**config.mk**
```make
export PLATFORM = sky130hd
export DESIGN_NAME = somatorio_seq
export DESIGN_NICKNAME = d
export VERILOG_FILES = /design/src/rtl/somatorio_seq.sv
export SDC_FILE = /design/constraint.sdc
export NUM_CORES = 1
export LEC_CHECK = 0
export ABC_AREA = 1
export BUFFER_PORTS_ARGS = -buffer_cell sky130_fd_sc_hd__buf_2
export CAP_MARGIN = 20
export CORE_MARGIN = 2
export CORE_UTILIZATION = 59
export CTS_BUF_LIST = sky130_fd_sc_hd__clkbuf_8
export CTS_CLUSTER_SIZE = 40
export DETAILED_ROUTE_END_ITERATION = 12
export PLACE_DENSITY = 0.87
export SLEW_MARGIN = 5
export SYNTH_ARGS = -nofsm -noshare
export SYNTH_HDL_FRONTEND = slang
export SYNTH_SLANG_ARGS = --single-unit
export TNS_END_PERCENT = 100
```
**constraint.sdc**
```tcl
create_clock -name clk -period 3.15 [get_ports clk]
set_input_delay 0.4725 -clock clk [delete_from_list [all_inputs] [get_ports clk]]
set_output_delay 0.4725 -clock clk [all_outputs]
set_load 0.02 [all_outputs]
```
**src/rtl/somatorio_seq.sv**
```systemverilog
// Sequential summation engine: adds N_TERMS unsigned operands taken one per cycle over a valid/ready stream.
// Optional macro SOMATORIO_SATURACAO_EN clamps the result to all-ones on overflow instead of wrapping.
module somatorio_seq #(
  parameter int WIDTH   = 8,
  parameter int N_TERMS = 4
) (
  input  logic             clk,
  input  logic             reset_n,
  input  logic             iniciar,
  input  logic             cancelar,
  input  logic [WIDTH-1:0] dado_in,
  input  logic             dado_valid,
  output logic             dado_ready,
  output logic [WIDTH-1:0] soma,
  output logic             ocupado,
  output logic             pronto,
  output logic             erro
);

  localparam int            CW     = $clog2(N_TERMS + 1);
  localparam logic [CW-1:0] ULTIMO = CW'(N_TERMS - 1);

  typedef enum logic [1:0] {
    IDLE   = 2'd0,
    COLETA = 2'd1,
    DONE   = 2'd2,
    ERRO   = 2'd3
  } estado_t;

  estado_t          estado_r;
  estado_t          estado_s;
  logic [CW-1:0]    cnt_r;
  logic             ov_r;
  logic [WIDTH-1:0] soma_r;
  logic [WIDTH:0]   soma_ext_s;
  logic [WIDTH-1:0] soma_nxt_s;
  logic             carry_s;
  logic             aceita_s;
  logic             ultimo_s;

  assign soma_ext_s = {1'b0, soma_r} + {1'b0, dado_in};
  assign carry_s    = soma_ext_s[WIDTH];
  assign aceita_s   = (estado_r == COLETA) && dado_valid && !cancelar;
  assign ultimo_s   = (cnt_r == ULTIMO);
  assign soma       = soma_r;

  // Next accumulator value: wrap, or clamp once any add has carried out
  always_comb begin
    soma_nxt_s = soma_ext_s[WIDTH-1:0];
`ifdef SOMATORIO_SATURACAO_EN
    if (ov_r || carry_s) begin
      soma_nxt_s = {WIDTH{1'b1}};
    end else begin
      soma_nxt_s = soma_ext_s[WIDTH-1:0];
    end
`endif
  end

  // State register
  always_ff @(posedge clk or negedge reset_n) begin
    if (!reset_n) begin
      estado_r <= IDLE;
    end else begin
      estado_r <= estado_s;
    end
  end

  // Next-state logic; cancel takes priority over a same-cycle operand
  always_comb begin
    estado_s = estado_r;
    case (estado_r)
      IDLE: begin
        if (iniciar) begin
          estado_s = COLETA;
        end else begin
          estado_s = IDLE;
        end
      end
      COLETA: begin
        if (cancelar) begin
          estado_s = IDLE;
        end else if (aceita_s && ultimo_s) begin
          estado_s = (ov_r || carry_s) ? ERRO : DONE;
        end else begin
          estado_s = COLETA;
        end
      end
      DONE:    estado_s = IDLE;
      ERRO:    estado_s = IDLE;
      default: estado_s = IDLE;
    endcase
  end

  // Outputs decode the registered state only
  always_comb begin
    dado_ready = 1'b0;
    ocupado    = 1'b1;
    pronto     = 1'b0;
    erro       = 1'b0;
    case (estado_r)
      IDLE:    ocupado    = 1'b0;
      COLETA:  dado_ready = 1'b1;
      DONE:    pronto     = 1'b1;
      ERRO:    erro       = 1'b1;
      default: ocupado    = 1'b0;
    endcase
  end

  // Accumulator, sticky overflow and term counter; result holds outside COLETA
  always_ff @(posedge clk or negedge reset_n) begin
    if (!reset_n) begin
      soma_r <= {WIDTH{1'b0}};
      ov_r   <= 1'b0;
      cnt_r  <= {CW{1'b0}};
    end else if ((estado_r == IDLE) && iniciar) begin
      soma_r <= {WIDTH{1'b0}};
      ov_r   <= 1'b0;
      cnt_r  <= {CW{1'b0}};
    end else if (aceita_s) begin
      soma_r <= soma_nxt_s;
      ov_r   <= ov_r | carry_s;
      cnt_r  <= cnt_r + CW'(1);
    end else begin
      soma_r <= soma_r;
      ov_r   <= ov_r;
      cnt_r  <= cnt_r;
    end
  end

endmodule

```
# ---- Word-level counts from Yosys, hierarchy flattened
# Cells that the tools add are included.
# W data, S select, Z words.
dict set report op_classes {
  n_eq_ne 4
  n_shift 0
  add_sub_neg 2
  n_div 0
  bitwise_logic 1
  muxes 15
  n_mul 0
  n_reduce_logical 9
  n_lt_le_gt_ge 0
}
# operator count
set op_table {}
lappend op_table {{$mux W8} 2}
lappend op_table {{$add A8 B8 Y9} 1}
lappend op_table {{$mux W1} 8}
lappend op_table {{$mux W3} 2}
lappend op_table {{$pmux W2 S3} 1}
lappend op_table {{$eq A2 B2 Y1 const B} 2}
lappend op_table {{$logic_and A1 B1 Y1} 4}
lappend op_table {{$mux W2} 2}
lappend op_table {{$add A3 B1 Y3 const B} 1}
lappend op_table {{$eq A3 B2 Y1 const B} 1}
lappend op_table {{$eq A2 B1 Y1 const B} 1}
lappend op_table {{$logic_not A2 Y1} 1}
lappend op_table {{$reduce_bool A2 Y1} 1}
lappend op_table {{$reduce_or A2 Y1} 1}
lappend op_table {{$logic_not A1 Y1} 1}
lappend op_table {{$logic_or A1 B1 Y1} 1}
lappend op_table {{$or A1 B1 Y1} 1}
dict set report word_totals {
  inputBits 13
  mem_count 0
  out_inout_bits 12
  latch_bits 0
  ramBits 0
  rom_bits 0
  ff_bits 14
}

# ---- Longest topological paths before layout
# Gate-level depths: netlist of the first run.
dict set report depth {
  depth_word 7
  mapped_depth 10
}

# ---- Least setup slack after synthesis of the first run
# No wires, ideal clock.
dict set report synth_path {
  path_type {register -> register}
  from {register soma_r[0] (netlist: soma[0])}
  to {register ov_r}
  synth_period_minus_slack_ns 1.564
  t_arrival_ns 1.481
  path_stages_with_launch 11
  required_time_ns 3.067
  setup_time_ns 0.083
  path_slack_ns 1.586
  path_buffers 0
  cell_sequence {dfrtp_1 ha_1 inv_1 fa_1 inv_1 nand2_1 nand2_1 nand2_1 nand2_1 nand2_1 o21ai_0}
}
dict set report synth_via {
  elab_chain_cells 4
}
# item line_no
set synth_rtl {}
lappend synth_rtl {{start, declared} 34} ;# logic [WIDTH-1:0] soma_r;
lappend synth_rtl {{start signal, assigned} 112} ;# soma_r <= {WIDTH{1'b0}};
lappend synth_rtl {{start signal, assigned} 116} ;# soma_r <= {WIDTH{1'b0}};
lappend synth_rtl {{start signal, assigned} 120} ;# soma_r <= soma_nxt_s;
lappend synth_rtl {{$add A8 B8 Y9} 41} ;# assign soma_ext_s = {1'b0, soma_r} + {1'b0, dado_in};
lappend synth_rtl {{$or A1 B1 Y1} 121} ;# ov_r <= ov_r | carry_s;
lappend synth_rtl {{$mux W1} 119} ;# end else if (aceita_s) begin
lappend synth_rtl {{$mux W1} 115} ;# end else if ((estado_r == IDLE) && iniciar) begin
lappend synth_rtl {{end signal, assigned} 121}
lappend synth_rtl {{end signal, assigned} 125} ;# ov_r <= ov_r;
lappend synth_rtl {{end, declared} 33} ;# logic ov_r;
# Every way passes these cells. The select of a mux whose other input is x is not followed.
# A chain may end at the register's enable or synchronous reset.

# ---- Final worst setup path of the first run
# Same ends and word-level chain as after synthesis.

==> impl_metrics.toml, run 1 <==
[global_route]
grtUsageTotal_pct = 25.7
grt_antenna_before_repair = 0
global_route.overflow_total = 0
first_pass_grt_wire_length_um = 3850
largest_net_degree_at_the_start_of_global_routing = 15
first_global_vias = 954

[timing]
setup_violations = 0
fin_skew_ns = 0.00262
rsz0062_at_grt = "false"
period_minus_slack_ns = 1.70
report.final.hold_viol_count = 0
worst-slew-pin-transition_ns = 0.358
min_period_over_period_pct = 53.9
maxClockFrequency_mhz = 589
timing.final.max_slew_violations = 0
slew_headroom_pct = 76.1
fin_setup_tns_ns = 0

[synth]
yosys_register_bits = 14
synth_fa_ha_area_share_pct = 14.4
synthDistinctLibCells = 21
synth_area_sq_um = 1010
largest_family_of_logic_cells_by_synthesized_area = "simple AND/OR/NAND/NOR gates"
number_of_warning_messages_in_the_yosys_log = 0
synth_seq_area_share_pct = 34.7
postSynthAreaPerCell_sq_um = 7.38
synth_xor_xnor_area_share_pct = 0.866
post_synth_inst_count = 137
multiplexer_area_fraction_after_synthesis_pct = 0
synth-simple-area-share_pct = 30.6
syn_nets = 161
synth_compound_area_share_pct = 7.67

[floorplan]
die-height_um = 45.4
fp.coreArea_sq_um = 1560
pin_count = 25
die-area_sq_um = 2060
floorplan.die.width_um = 45.4
std_cell_rows = 14
start_util_pct = 64.8

[cells_and_area]
n_fill_cell = 119
util_after_layout_pct = 76.4
area_growth_syn_to_layout_pct = 17.8
antenna_cells_inserted = 0
final_net_count = 189
final_layout_size_suffix_gt1_share_pct = 23.8

[critical_path]
r2r.worst_path.cells = 10
critPathArrivalTime_ns = 1.86
launch_instance_of_the_worst_register_to_register_path = "soma[0]"
required_ns = 3.31
timing.rr.end = "ov_r"
crit_start = "soma[0]"
criticalPathCategory = "reg2reg"
critical_path.max_fanout = 3
worst_setup_path_end_kind = "flip-flop"
timing.critical_path.from_type = "flip-flop"
reg_to_reg_slack_setup_ns = 1.45

[power_and_ir_drop]
ir_drop_mv = 0.389
power.total_mw = 0.703
total_leakage_power_nw = 0.720
power_density_nw_per_um2 = 590

[clocking]
cts.repair_timing.setup_buffer_count = 0
cts_tree = "yes"
clk-insertion-delay-late_ns = 0.25
cts_sinks = 14
cts_made_buffers = 3
clk_path_buf_depth = 2
holdBufCountCts = 0
path_clk_slew_ns = 0.06
h_tree_depth_reported_by_cts = 1
post_cts_resized = 0
clock-root-buffer = "sky130_fd_sc_hd__clkbuf_8"

[routing]
detail-route-antenna-nets = 0
routed_wire_length_per_instance_um = 12.4
routed_wirelength_um = 2230
drt_pre_antenna_iters = 4
vias = 964
via_per_inst = 5.36
initialDrtViolationCount = 33
post-route-drc-count = 0

[min_path]
hold_path.class = "in2async"

[outcome]
status = "complete, no violations"

[place]
dp_hpwl_um = 1680
io_buffers = 24
place_congestion = 0.779

[run]
timing.max_cap.violations = 0
[critical path: stages, from the launching register on]
cell	delay, ns
sky130_fd_sc_hd__dfrtp_1	0.38
sky130_fd_sc_hd__ha_1	0.19
sky130_fd_sc_hd__inv_1	0.06
sky130_fd_sc_hd__fa_1	0.40
sky130_fd_sc_hd__inv_1	0.11
sky130_fd_sc_hd__nand2_1	0.07
sky130_fd_sc_hd__nand2_1	0.11
sky130_fd_sc_hd__nand2_1	0.07
sky130_fd_sc_hd__nand2_1	0.09
sky130_fd_sc_hd__nand2_1	0.06
sky130_fd_sc_hd__o21ai_0	0.09
[sequential cells by signal, summed over array words and instances (netlist names)]
name      cells
soma          8
estado_r      2
cnt_r         3
ov_r          1
[layout make-up]
cell class	instances	area (sq um)	area share [%]
well taps	16	20.0	1.68
flip-flops and latches	14	350	29.4
multi-input cells	94	541	45.4
inverters	28	105	8.82
clock buffers	4	55.1	4.62
repair buffers	24	120	10.1
[synth_stat cells]
master                      n  area share, %
sky130_fd_sc_hd__a21oi_1    3            1.5
sky130_fd_sc_hd__a22o_2     2            2.0
sky130_fd_sc_hd__buf_8      1            1.5
sky130_fd_sc_hd__dfrtp_1   14             35
sky130_fd_sc_hd__fa_1       1            2.0
sky130_fd_sc_hd__ha_1      10             12
sky130_fd_sc_hd__inv_1     24            8.9
sky130_fd_sc_hd__inv_2      4            1.5
sky130_fd_sc_hd__nand2_1   44             16
sky130_fd_sc_hd__nand3_1   10            5.0
sky130_fd_sc_hd__nand3_2    2            2.0
sky130_fd_sc_hd__nand3b_1   1           0.74
sky130_fd_sc_hd__nand4_1    1           0.62
sky130_fd_sc_hd__nor2_1     7            2.6
sky130_fd_sc_hd__nor2_4     2            2.2
sky130_fd_sc_hd__nor3_1     1           0.49
sky130_fd_sc_hd__o21ai_0    2           0.99
sky130_fd_sc_hd__o21ai_1    4            2.0
sky130_fd_sc_hd__o22ai_1    2            1.2
sky130_fd_sc_hd__or2_2      1           0.62
sky130_fd_sc_hd__xor2_1     1           0.87
[how the worst max path moves through the flow]
stage	end	slack (ns)	cells past startpoint
finish	ov_r	1.45	10
global route	ov_r	1.31	10
CTS	ov_r	1.45	10
detailed placement	ov_r	1.37	11
global placement	ov_r	1.47	11
floorplan	ov_r	1.59	10
[power breakdown]
part           leakage (nW)  total, mW  internal [mW]  switching (mW)
combinational         0.503      0.289          0.105           0.183
clock                0.0288      0.178          0.111          0.0669
sequential            0.187      0.236          0.211          0.0248
[placed cells by master (no fill, tap or decap), types with 2 or more instances in the layout]
master,Yosys,final
sky130_fd_sc_hd__a21oi_1,3,3
sky130_fd_sc_hd__o22ai_1,2,2
sky130_fd_sc_hd__clkbuf_8,0,4
sky130_fd_sc_hd__nor2_4,2,2
sky130_fd_sc_hd__o21ai_1,4,4
sky130_fd_sc_hd__a22o_2,2,2
sky130_fd_sc_hd__nand3_2,2,2
sky130_fd_sc_hd__ha_1,10,10
sky130_fd_sc_hd__o21ai_0,2,2
sky130_fd_sc_hd__nor2_1,7,7
sky130_fd_sc_hd__dfrtp_1,14,14
sky130_fd_sc_hd__inv_1,24,24
sky130_fd_sc_hd__buf_2,0,24
sky130_fd_sc_hd__nand2_1,44,44
sky130_fd_sc_hd__inv_2,4,4
sky130_fd_sc_hd__nand3_1,10,10
[metal layers]
metal / routed length (um) / GRT usage [%]
met1: 937 / 32.6
met2: 1130 / 43.1
met3: 136 / 4.37
met4: 25 / 10.6
met5: 0 / 0
[logic make-up after synthesis]
logic type,after synthesis
AND/OR/NAND/NOR,69
buffers and inverters,29
flip-flops,14
AO/OA/AOI/OAI,13
adder cells (fa/ha/maj),11
XOR/XNOR,1
[per-stage QoR]
stage / area (sq um) / setup slack, ns / std cells / hold slack [ns]
after floorplan: 1010 / 1.59 / 137 / 0.177
after global placement: 1140 / 1.47 / 176 / 0.383
after CTS: 1190 / 1.45 / 180 / 0.124
final: 1190 / 1.45 / 180 / 0.112
after detailed placement: 1140 / 1.37 / 176 / 0.390
after global routing: 1190 / 1.31 / 180 / 0.143
Note: power is estimated with default switching activity, not from simulation.
==> run 2, diff against run 1 <==
--- a/config.mk
+++ b/config.mk
@@ -8,12 +8,13 @@
 export ABC_AREA = 1
 export BUFFER_PORTS_ARGS = -buffer_cell sky130_fd_sc_hd__buf_2
 export CAP_MARGIN = 20
+export CORE_ASPECT_RATIO = 1.5
 export CORE_MARGIN = 2
-export CORE_UTILIZATION = 59
+export CORE_UTILIZATION = 49
 export CTS_BUF_LIST = sky130_fd_sc_hd__clkbuf_8
 export CTS_CLUSTER_SIZE = 40
 export DETAILED_ROUTE_END_ITERATION = 12
-export PLACE_DENSITY = 0.87
+export PLACE_DENSITY = 0.77
 export SLEW_MARGIN = 5
 export SYNTH_ARGS = -nofsm -noshare
 export SYNTH_HDL_FRONTEND = slang
==> constraint.sdc (replaced) <==
create_clock -name clk -period 1.45 [get_ports clk]
set_input_delay 0.2175 -clock clk [delete_from_list [all_inputs] [get_ports clk]]
set_output_delay 0.2175 -clock clk [all_outputs]
set_load 0.02 [all_outputs]
==> run 2 against run 1 <==
  * Worst hold slack better by 0.15 ns
  * Total power up 140%
  * Global-route usage down 3.5 points
  * Critical path depth unchanged
  * Worst setup slack worse by 1.4 ns
  * Design area up 14%
  * Die area up 19%
  * Via count up 1.9%
  * Register-to-register slack worse by 1.4 ns
  * Flip-flop and latch count unchanged
  * Sequential share of layout area down 3.5 points
  * Critical path type unchanged
==> impl_metrics.toml, run 2 (synthesized netlist as in run 1, its figures left out) <==
[outcome]
status = "complete, no violations"

[run]
timing.max_cap.violations = 0

[cells_and_area]
final_net_count = 193
number_of_flip_flops_in_the_largest_register = 8
antenna_cells_inserted = 0
area_growth_syn_to_layout_pct = 34.7
final_layout_size_suffix_gt1_share_pct = 38.1
layout.cell_area.non_filler_sq_um = 1360
layout_common_cells = "sky130_fd_sc_hd__nand2_1 (39), sky130_fd_sc_hd__buf_2 (24), sky130_fd_sc_hd__inv_1 (22), sky130_fd_sc_hd__dfrtp_1 (12)"
finish.cell_count_without_fillers = 190
layout.cells.most_common = "sky130_fd_sc_hd__nand2_1"
util_after_layout_pct = 68.9

[floorplan]
die-area_sq_um = 2450
fp.coreArea_sq_um = 1980
std_cell_rows = 20
start_util_pct = 51.1
floorplan.die.width_um = 41.1
pin_count = 25
die-height_um = 59.6

[critical_path]
path_delay_family = "flip-flops"
critPathArrivalTime_ns = 1.54
worst_setup_path_end_kind = "flip-flop"
timing.critical_path.from_type = "flip-flop"
timing.critical_path.cells = "ha_4 > inv_2 > fa_2 > inv_2 > nand2_2 > nand2_2 > nand2_2 > nand2_2 > o21ai_2 > nand2_1"
slowest_stage = "sky130_fd_sc_hd__dfrtp_2"
crit_top_cell = "sky130_fd_sc_hd__nand2_2"
critical_path.max_fanout = 3
critical_path_buf_inv_count = 2
crit_start = "soma[0]"
criticalPathCategory = "reg2reg"
timing.critical_path.slowest_cell_delay_ns = 0.43
launch_instance_of_the_worst_register_to_register_path = "soma[0]"
required_ns = 1.58

[routing]
vias = 982
post-route-drc-count = 0
routed_wirelength_um = 2340
detail-route-antenna-nets = 0
drt_pre_antenna_iters = 4
initialDrtViolationCount = 12
routed_wire_length_per_instance_um = 12.3
via_per_inst = 5.17

[clocking]
clk_path_buf_depth = 2
clock-root-buffer = "sky130_fd_sc_hd__clkbuf_8"
path_clk_slew_ns = 0.06
cts_tree = "yes"
h_tree_depth_reported_by_cts = 1
cts_sinks = 14
clk-insertion-delay-late_ns = 0.25
cts_made_buffers = 3

[place]
dp_hpwl_um = 1680
place_congestion = 0.793
detailed_place.area_sq_um = 1180
placed_cells_incl_taps = 183
io_buffers = 24
pre_cts_ws_ns = -0.0306

[global_route]
grt_antenna_before_repair = 0
first_global_vias = 946
first_pass_grt_wire_length_um = 3720
global_route.overflow_total = 0
largest_net_degree_at_the_start_of_global_routing = 15
grtUsageTotal_pct = 22.2

[timing]
fin_ws_ns = 0.0376
rsz0062_at_grt = "true"
fin_skew_ns = 0.00460
worst-slew-pin-transition_ns = 0.332
timing.final.max_slew_violations = 0
min_period_over_period_pct = 97.4
report.final.hold_viol_count = 0
period_minus_slack_ns = 1.41
setup_violations = 0
fin_worst_hold_slack_ns = 0.264
fin_setup_tns_ns = 0
slew_headroom_pct = 77.9
maxClockFrequency_mhz = 708

[power_and_ir_drop]
power_density_nw_per_um2 = 1230
ir_drop_mv = 1.02
power.total_mw = 1.67
total_leakage_power_nw = 0.737

[min_path]
hold_path.class = "in2reg"
hp-start = "iniciar"
run 2: cell count changes in the layout (fill, tap and decap cells not counted), moves of 5 or more:
cell	change
sky130_fd_sc_hd__ha_1	-7
sky130_fd_sc_hd__ha_4	+7
sky130_fd_sc_hd__nand2_1	-5
sky130_fd_sc_hd__nand2_2	+5
run 2: area by class of cell:
class / instances / area [sq um]
timing repair buffer: 28 / 153
multi-input combinational: 94 / 668
inverter: 28 / 105
sequential: 14 / 353
tap: 22 / 27.5
fill: 157 / 616
clock buffer: 4 / 55.1
run 2: where the power goes:
group / total, mW / internal [mW] / switching [mW]
registers: 0.531 / 0.461 / 0.0699
clock network: 0.386 / 0.240 / 0.145
logic: 0.754 / 0.321 / 0.433
run 2: worst reg2reg max path: cells and delay by family (launching register included):
family                     cells  cell delay [ns]
AOI/OAI and AO/OA              1             0.11
adders and majority gates      2             0.36
buffers and inverters          2             0.10
DFF                            1             0.43
and+or+nand+nor                5             0.30
run 2: path summary, 6_finish.rpt:
kind | end | slack, ns | depth (start not counted)
worst max-delay path | estado_r[0] | 0.04 | 10
min in group asynchronous | soma[3] | 0.40 | 2
worst min register to register | cnt_r[0] | 0.50 | 1
worst min-delay path | estado_r[0] | 0.26 | 3
worst max register to register | estado_r[0] | 0.04 | 10
max in group asynchronous | soma[0] | 0.78 | 2
run 2: what timing repair did:
item,in CTS,in global routing
setup buffers,2,0
gates cloned,0,0
hold buffers,1,0
pin swaps,4,2
endpoints found under the hold margin,14,0
setup endpoints to repair,3,7
resized for setup,6,14
run 2: per-layer routing:
layer	track usage (%)	routed length (um)
met1	24.2	930
met2	39.7	1340
met3	3.38	46
met4	8.57	25
met5	0	0
